`config.mk`:
```
export PLATFORM = sky130hd
export DESIGN_NAME = ubit_win_acc
export DESIGN_NICKNAME = d
export VERILOG_FILES = /design/src/rtl/ubit_pkg.sv /design/src/rtl/ubit_cnt.sv /design/src/rtl/ubit_win_acc.sv
export SDC_FILE = /design/constraint.sdc
export NUM_CORES = 1
export LEC_CHECK = 0
export CORE_MARGIN = 1.5
export CORE_UTILIZATION = 35
export CTS_BUF_LIST = sky130_fd_sc_hd__clkbuf_8
export DETAILED_ROUTE_END_ITERATION = 12
export PLACE_DENSITY = 0.64
export SLEW_MARGIN = 25
export SYNTH_ARGS = -nofsm -noshare
export SYNTH_HDL_FRONTEND = slang
export SYNTH_SLANG_ARGS = --single-unit
```
`constraint.sdc`:
```
create_clock -name clk -period 1.6 [get_ports clk]
set_input_delay 0.48 -clock clk [delete_from_list [all_inputs] [get_ports clk]]
set_output_delay 0.48 -clock clk [all_outputs]
set_load 0.005 [all_outputs]
```
`src/rtl/ubit_pkg.sv`:
```
// ---------------------------------------------------------------------------
// ubit_pkg
// Shared definitions for the unary-to-binary window accumulator.
//   state_t  : controller states. WARMUP is always declared so the encoding
//              is identical in every build; it is only reachable when
//              UBIT_WIN_ACC_WARMUP_EN is defined.
//   win_len  : window length (number of valid bits) for a given DEP.
// ---------------------------------------------------------------------------
package ubit_pkg;

   typedef enum logic [1:0] {
      IDLE   = 2'd0,
      RUN    = 2'd1,
      HOLD   = 2'd2,
      WARMUP = 2'd3
   } state_t;

   function automatic int win_len(input int dep);
      return 1 << dep;
   endfunction

endpackage

```
`src/rtl/ubit_cnt.sv`:
```
// ---------------------------------------------------------------------------
// ubit_cnt
// Generic up-counter with synchronous clear, count enable and a
// terminal-count flag. Wraps to zero after the all-ones value.
//   clk   : clock, rising edge
//   rst   : asynchronous active-high reset, counter -> 0
//   i_clr : synchronous clear (wins over i_en)
//   i_en  : increment by one
//   o_tc  : high while the count equals TERM
// ---------------------------------------------------------------------------
module ubit_cnt #(
   parameter int W    = 8,
   parameter int TERM = 255
) (
   input  logic clk,
   input  logic rst,
   input  logic i_clr,
   input  logic i_en,
   output logic o_tc
);

   logic [W-1:0] r_cnt;

   always_ff @(posedge clk or posedge rst) begin
      if (rst) begin
         r_cnt <= '0;
      end else if (i_clr) begin
         r_cnt <= '0;
      end else if (i_en) begin
         r_cnt <= r_cnt + 1'b1;
      end
   end

   assign o_tc = (r_cnt == W'(TERM));

endmodule

```
`src/rtl/ubit_win_acc.sv`:
```
// ---------------------------------------------------------------------------
// ubit_win_acc
// Counts the 1s of a unary bitstream over a window of 2^DEP valid bits and
// presents the binary count with a valid/ready handshake. Windows begin on
// a start pulse; a start coinciding with the output handshake opens the
// next window with no idle gap.
//
// Optional build macro: UBIT_WIN_ACC_WARMUP_EN
//   When defined, each window is preceded by WARM discarded valid bits so
//   the upstream kernel's settling transient is not counted.
//
// Ports:
//   clk      : clock, rising edge
//   rst      : asynchronous active-high reset
//   start    : one-cycle request to begin a new window
//   in_bit   : unary bitstream sample
//   in_vld   : in_bit qualifier
//   out_data : ones count of the completed window (0 .. 2^DEP)
//   out_vld  : out_data valid
//   out_rdy  : downstream accepts out_data
//   busy     : high whenever the controller is not idle
// ---------------------------------------------------------------------------
module ubit_win_acc
   import ubit_pkg::*;
#(
   parameter int DEP  = 8,
   parameter int WARM = 16
) (
   input  logic         clk,
   input  logic         rst,
   input  logic         start,
   input  logic         in_bit,
   input  logic         in_vld,
   output logic [DEP:0] out_data,
   output logic         out_vld,
   input  logic         out_rdy,
   output logic         busy
);

   localparam int WIN_TERM = win_len(DEP) - 1;

`ifdef UBIT_WIN_ACC_WARMUP_EN
   localparam state_t START_ST = WARMUP;
`else
   localparam state_t START_ST = RUN;
`endif

   // Reject a warm-up length of zero at elaboration time.
   if (WARM < 1) begin : g_warm_chk
      $error("ubit_win_acc: WARM must be at least 1");
   end

   state_t       r_state;
   state_t       w_state_next;
   logic [DEP:0] r_acc;
   logic [DEP:0] r_out_data;
   logic         r_out_vld;

   logic w_accept;   // valid bit counted into the window
   logic w_win_tc;   // window counter sits on its final position
   logic w_last;     // this cycle samples the final window bit
   logic w_hs;       // output handshake completes
   logic w_clr;      // a new window opens this cycle

   assign w_accept = (r_state == RUN) && in_vld;
   assign w_last   = w_accept && w_win_tc;
   assign w_hs     = (r_state == HOLD) && r_out_vld && out_rdy;
   assign w_clr    = ((r_state == IDLE) && start) || (w_hs && start);

   ubit_cnt #(
      .W    (DEP),
      .TERM (WIN_TERM)
   ) u_win_cnt (
      .clk   (clk),
      .rst   (rst),
      .i_clr (w_clr),
      .i_en  (w_accept),
      .o_tc  (w_win_tc)
   );

`ifdef UBIT_WIN_ACC_WARMUP_EN
   logic w_warm_en;
   logic w_warm_tc;

   assign w_warm_en = (r_state == WARMUP) && in_vld;

   ubit_cnt #(
      .W    ($clog2(WARM + 1)),
      .TERM (WARM - 1)
   ) u_warm_cnt (
      .clk   (clk),
      .rst   (rst),
      .i_clr (w_clr),
      .i_en  (w_warm_en),
      .o_tc  (w_warm_tc)
   );
`endif

   always_ff @(posedge clk or posedge rst) begin
      if (rst) begin
         r_state <= IDLE;
      end else begin
         r_state <= w_state_next;
      end
   end

   always_comb begin
      w_state_next = r_state;
      case (r_state)
         IDLE: begin
            if (start) begin
               w_state_next = START_ST;
            end
         end
`ifdef UBIT_WIN_ACC_WARMUP_EN
         WARMUP: begin
            if (w_warm_en && w_warm_tc) begin
               w_state_next = RUN;
            end
         end
`endif
         RUN: begin
            if (w_last) begin
               w_state_next = HOLD;
            end
         end
         HOLD: begin
            if (w_hs) begin
               w_state_next = start ? START_ST : IDLE;
            end
         end
         default: begin
            w_state_next = IDLE;
         end
      endcase
   end

   // acc is one bit wider than win_cnt so a window of all ones reports
   // 2^DEP instead of wrapping.
   always_ff @(posedge clk or posedge rst) begin
      if (rst) begin
         r_acc <= '0;
      end else if (w_clr) begin
         r_acc <= '0;
      end else if (w_accept) begin
         r_acc <= r_acc + {{DEP{1'b0}}, in_bit};
      end
   end

   // The final bit is folded in directly so the result appears one clock
   // after it is sampled. out_data is left untouched after the handshake.
   always_ff @(posedge clk or posedge rst) begin
      if (rst) begin
         r_out_data <= '0;
         r_out_vld  <= 1'b0;
      end else if (w_last) begin
         r_out_data <= r_acc + {{DEP{1'b0}}, in_bit};
         r_out_vld  <= 1'b1;
      end else if (w_hs) begin
         r_out_vld  <= 1'b0;
      end
   end

   assign out_data = r_out_data;
   assign out_vld  = r_out_vld;
   assign busy     = (r_state != IDLE);

endmodule

```
==> reports/results.tsv <==
stage	metric	value	unit
run_status	outcome	finished clean	
cells_and_area	fin_nets	182	
synth	synth_edf_count	0	
timing	slew_violations	0	
routing	post_drt_via_cell_ratio	5.045	
placed_design	dp.cells	207	
routing	drtIter0Drc	16	
placed_design	pre_cts_ws	-495.3	ps
floorplan	die_y	66.31	µm
clock_network	cts_sinks	29	
cells_and_area	utilization	0.5130	
synth	netlist_area	1403	µm²
min_path	min_path_type	reg -> reg	
grt	grt_max_degree	30	
routing	dr_total_vias	1120	
min_path	hold-path-cell-count	2	
timing	hold_viol_final	0	
synth	yosys-top-cells-count	29 x dfrtp_1, 15 x nor2_1, 9 x a21oi_1	
min_path	min_to	out_data[8]	
routing	routedWlPerCell	13.17	µm
cells_and_area	synthToLayoutAreaGrowth	36.93	%
placed_design	placed_area	1715	µm²
cells_and_area	antennaDiodeCount	0	
synth	synthTopCellsByArea	dfrtp_1 52%, xor2_1 4.4%, nor2_1 4.0%, a21oi_1 3.2%, xnor2_1 3.1%	
clock_network	clkTransAtPathRegs	60	ps
power_and_ir_drop	ir_worst_vdd	0.5526	mV
floorplan	core	3744	µm²
run	maxCapViolCount	0	
critical_path	start_kind	flop	
timing	worst_slew_pin_slew	275.1	ps
synth	ys_seq_elements	29	
clock_network	clockBufferDepth	2	
synth	synthCells	134	
grt	gr-total-overflow	0	
routing	firstDrtPassIters	4	
placed_design	gp_congestion	0.7083	
timing	setup_viol	0	
synth	synth_largest_area_cell	dfrtp_1	
power_and_ir_drop	power_density	941.5	nW/µm²
synth	synth.top_cell.area_share	0.5174	
synth	yosys_warnings	0	
clock_network	clock_latency	280	ps
clock_network	h-tree-depth	2	
cells_and_area	final_cell_area	1921	µm²
grt	antenna_found_initial	0	
power_and_ir_drop	power.leakage	0.0009352	µW
grt	grt_pass1_vias	1094	
floorplan	die_area	4396	µm²
routing	ant_nets	0	
routing	drt-total-wl	2.923	mm
cells_and_area	layout-drive-gt1-share	0.2874	
floorplan	pin_count	17	
critical_path	r2r_start	r_state[1]	
critical_path	reg2regPathDepth	7	
critical_path	critPathArrivalTime	1060	ps
floorplan	initial_core_util	0.3747	
grt	grt_first_pass_wirelength	4.995	mm
synth	syn_avg_cell_area	10.47	µm²
cells_and_area	final_cells	222	
timing	period_minus_slack	1535	ps
synth	synth-seq-area-share	0.5174	
routing	drcViolationCount	0	
placed_design	port_buffers	16	
timing	finalCritPeriodShare	0.9596	
critical_path	rrSetupSlack	80	ps
synth	synth.distinct_cells	36	
floorplan	fp-row-count	22	
floorplan	die_width	66.31	µm
grt	grt_usage	0.1532	
clock_network	cts_made_buffers	5	
synth	synth_most_common_cell	dfrtp_1	
synth	synthesis.nets	143	
critical_path	end_kind	output port	
timing	fin_skew	4.188	ps
timing	max_freq	0.6513	GHz
synth	synth_flop_cell	dfrtp_1	
timing	fin_ws	64.67	ps
clock_network	cts_tree	built	
timing	slew_headroom	0.8160	
critical_path	rr_endpoint	u_win_cnt.r_cnt[7]	
critical_path	required	1120	ps
timing	fin_tns_setup	0	ps
min_path	hold_path.startpoint	out_data[8]	
cells_and_area	fill_cells	357	
clock_network	cts.root.buffer_cell	clkbuf_8	
placed_design	hpwl	1.924	mm
critical_path	critPathMaxFanout	2	
synth	async_reset_ff_frac	1.000	
critical_path	worstSetupPathType	reg -> out	
-- registers in the layout, indices dropped and copies added (netlist names) --
register / cells
out_data: 9
r_acc: 9
out_vld: 1
r_state: 2
u_win_cnt.r_cnt: 8
-- worst max-delay path, stage by stage, from the launching register on --
cell     delay, ps
dfrtp_1        370
or2_2          280
buf_2          130
-- metal layers --
metal,up-vias,wire (µm),global-route usage
li1,552,-,-
met4,0,57,0.07653
met5,-,0,0
met3,5,106,0.05622
met1,546,1312,0.1774
met2,17,1448,0.2475
-- layout by cell type (no fill, tap or decap), types with 5 or more instances in the layout --
cell | Yosys | layout
dfrtp_1 | 29 | 29
buf_4 | 0 | 16
nor2_1 | 15 | 15
dlygate4sd2_1 | 0 | 11
a21oi_1 | 9 | 8
nand2_1 | 7 | 7
xor2_1 | 7 | 7
inv_1 | 4 | 7
o21ai_1 | 0 | 5
clkbuf_8 | 0 | 5
-- report_power, final --
| part | leakage (µW) | switching, µW | internal (µW) |
|---|---|---|---|
| logic | 0.000497 | 150 | 175 |
| clock network | 0.0000519 | 262 | 289 |
| registers | 0.000386 | 105 | 828 |
| total | 0.000935 | 517 | 1290 |
-- cell families after synthesis --
kind of cell | count (synthesis) | share of synthesized area
XOR/XNOR | 12 | 0.07493
AND/OR/NAND/NOR | 47 | 0.1847
adder cells (fa/ha/maj) | 3 | 0.02676
AO/OA/AOI/OAI | 31 | 0.1410
buffers and inverters | 9 | 0.03210
flip-flops | 29 | 0.5174
multiplexers | 3 | 0.02319
-- timing repair --
item,4_1_cts,5_1_grt
setup buffers,5,1
hold buffers,0,0
pin swaps,7,0
gates resized for setup,32,10
gates cloned,0,1
endpoints found under the setup margin,23,17
-- cell type report --
type	instances	area (µm²)	share of cell area
Clock buffer	5	68.82	0.03583
Clock inverter	3	11.26	0.005863
Inverter	4	15.01	0.007818
Multi-Input combinational cell	96	716.9	0.3733
Sequential cell	29	725.7	0.3779
Tap cell	48	60.06	0.03127
Timing Repair Buffer	37	322.8	0.1681
-- per-stage QoR --
step | power [µW] | hold slack, ps
floorplan | 1113 | 464.3
global placement | 1201 | 485.7
detailed placement | 1220 | 491.6
CTS | 1830 | 507.8
global route | 1926 | 528.1
finish | 1808 | 505.1
-- how the worst max path moves through the flow --
| stage | slack [ps] | endpoint | startpoint |
|---|---|---|---|
| global placement | -430 | r_acc[6] | in_bit |
| detailed placement | -500 | r_acc[6] | in_bit |
| floorplan | 6 | out_data[6] | in_bit |
| CTS | 20 | u_win_cnt.r_cnt[5] | in_vld |
| finish | 60 | busy | r_state[1] |
| global route | -2 | u_win_cnt.r_cnt[7] | r_state[1] |
Power figures use the tool's default switching activity.
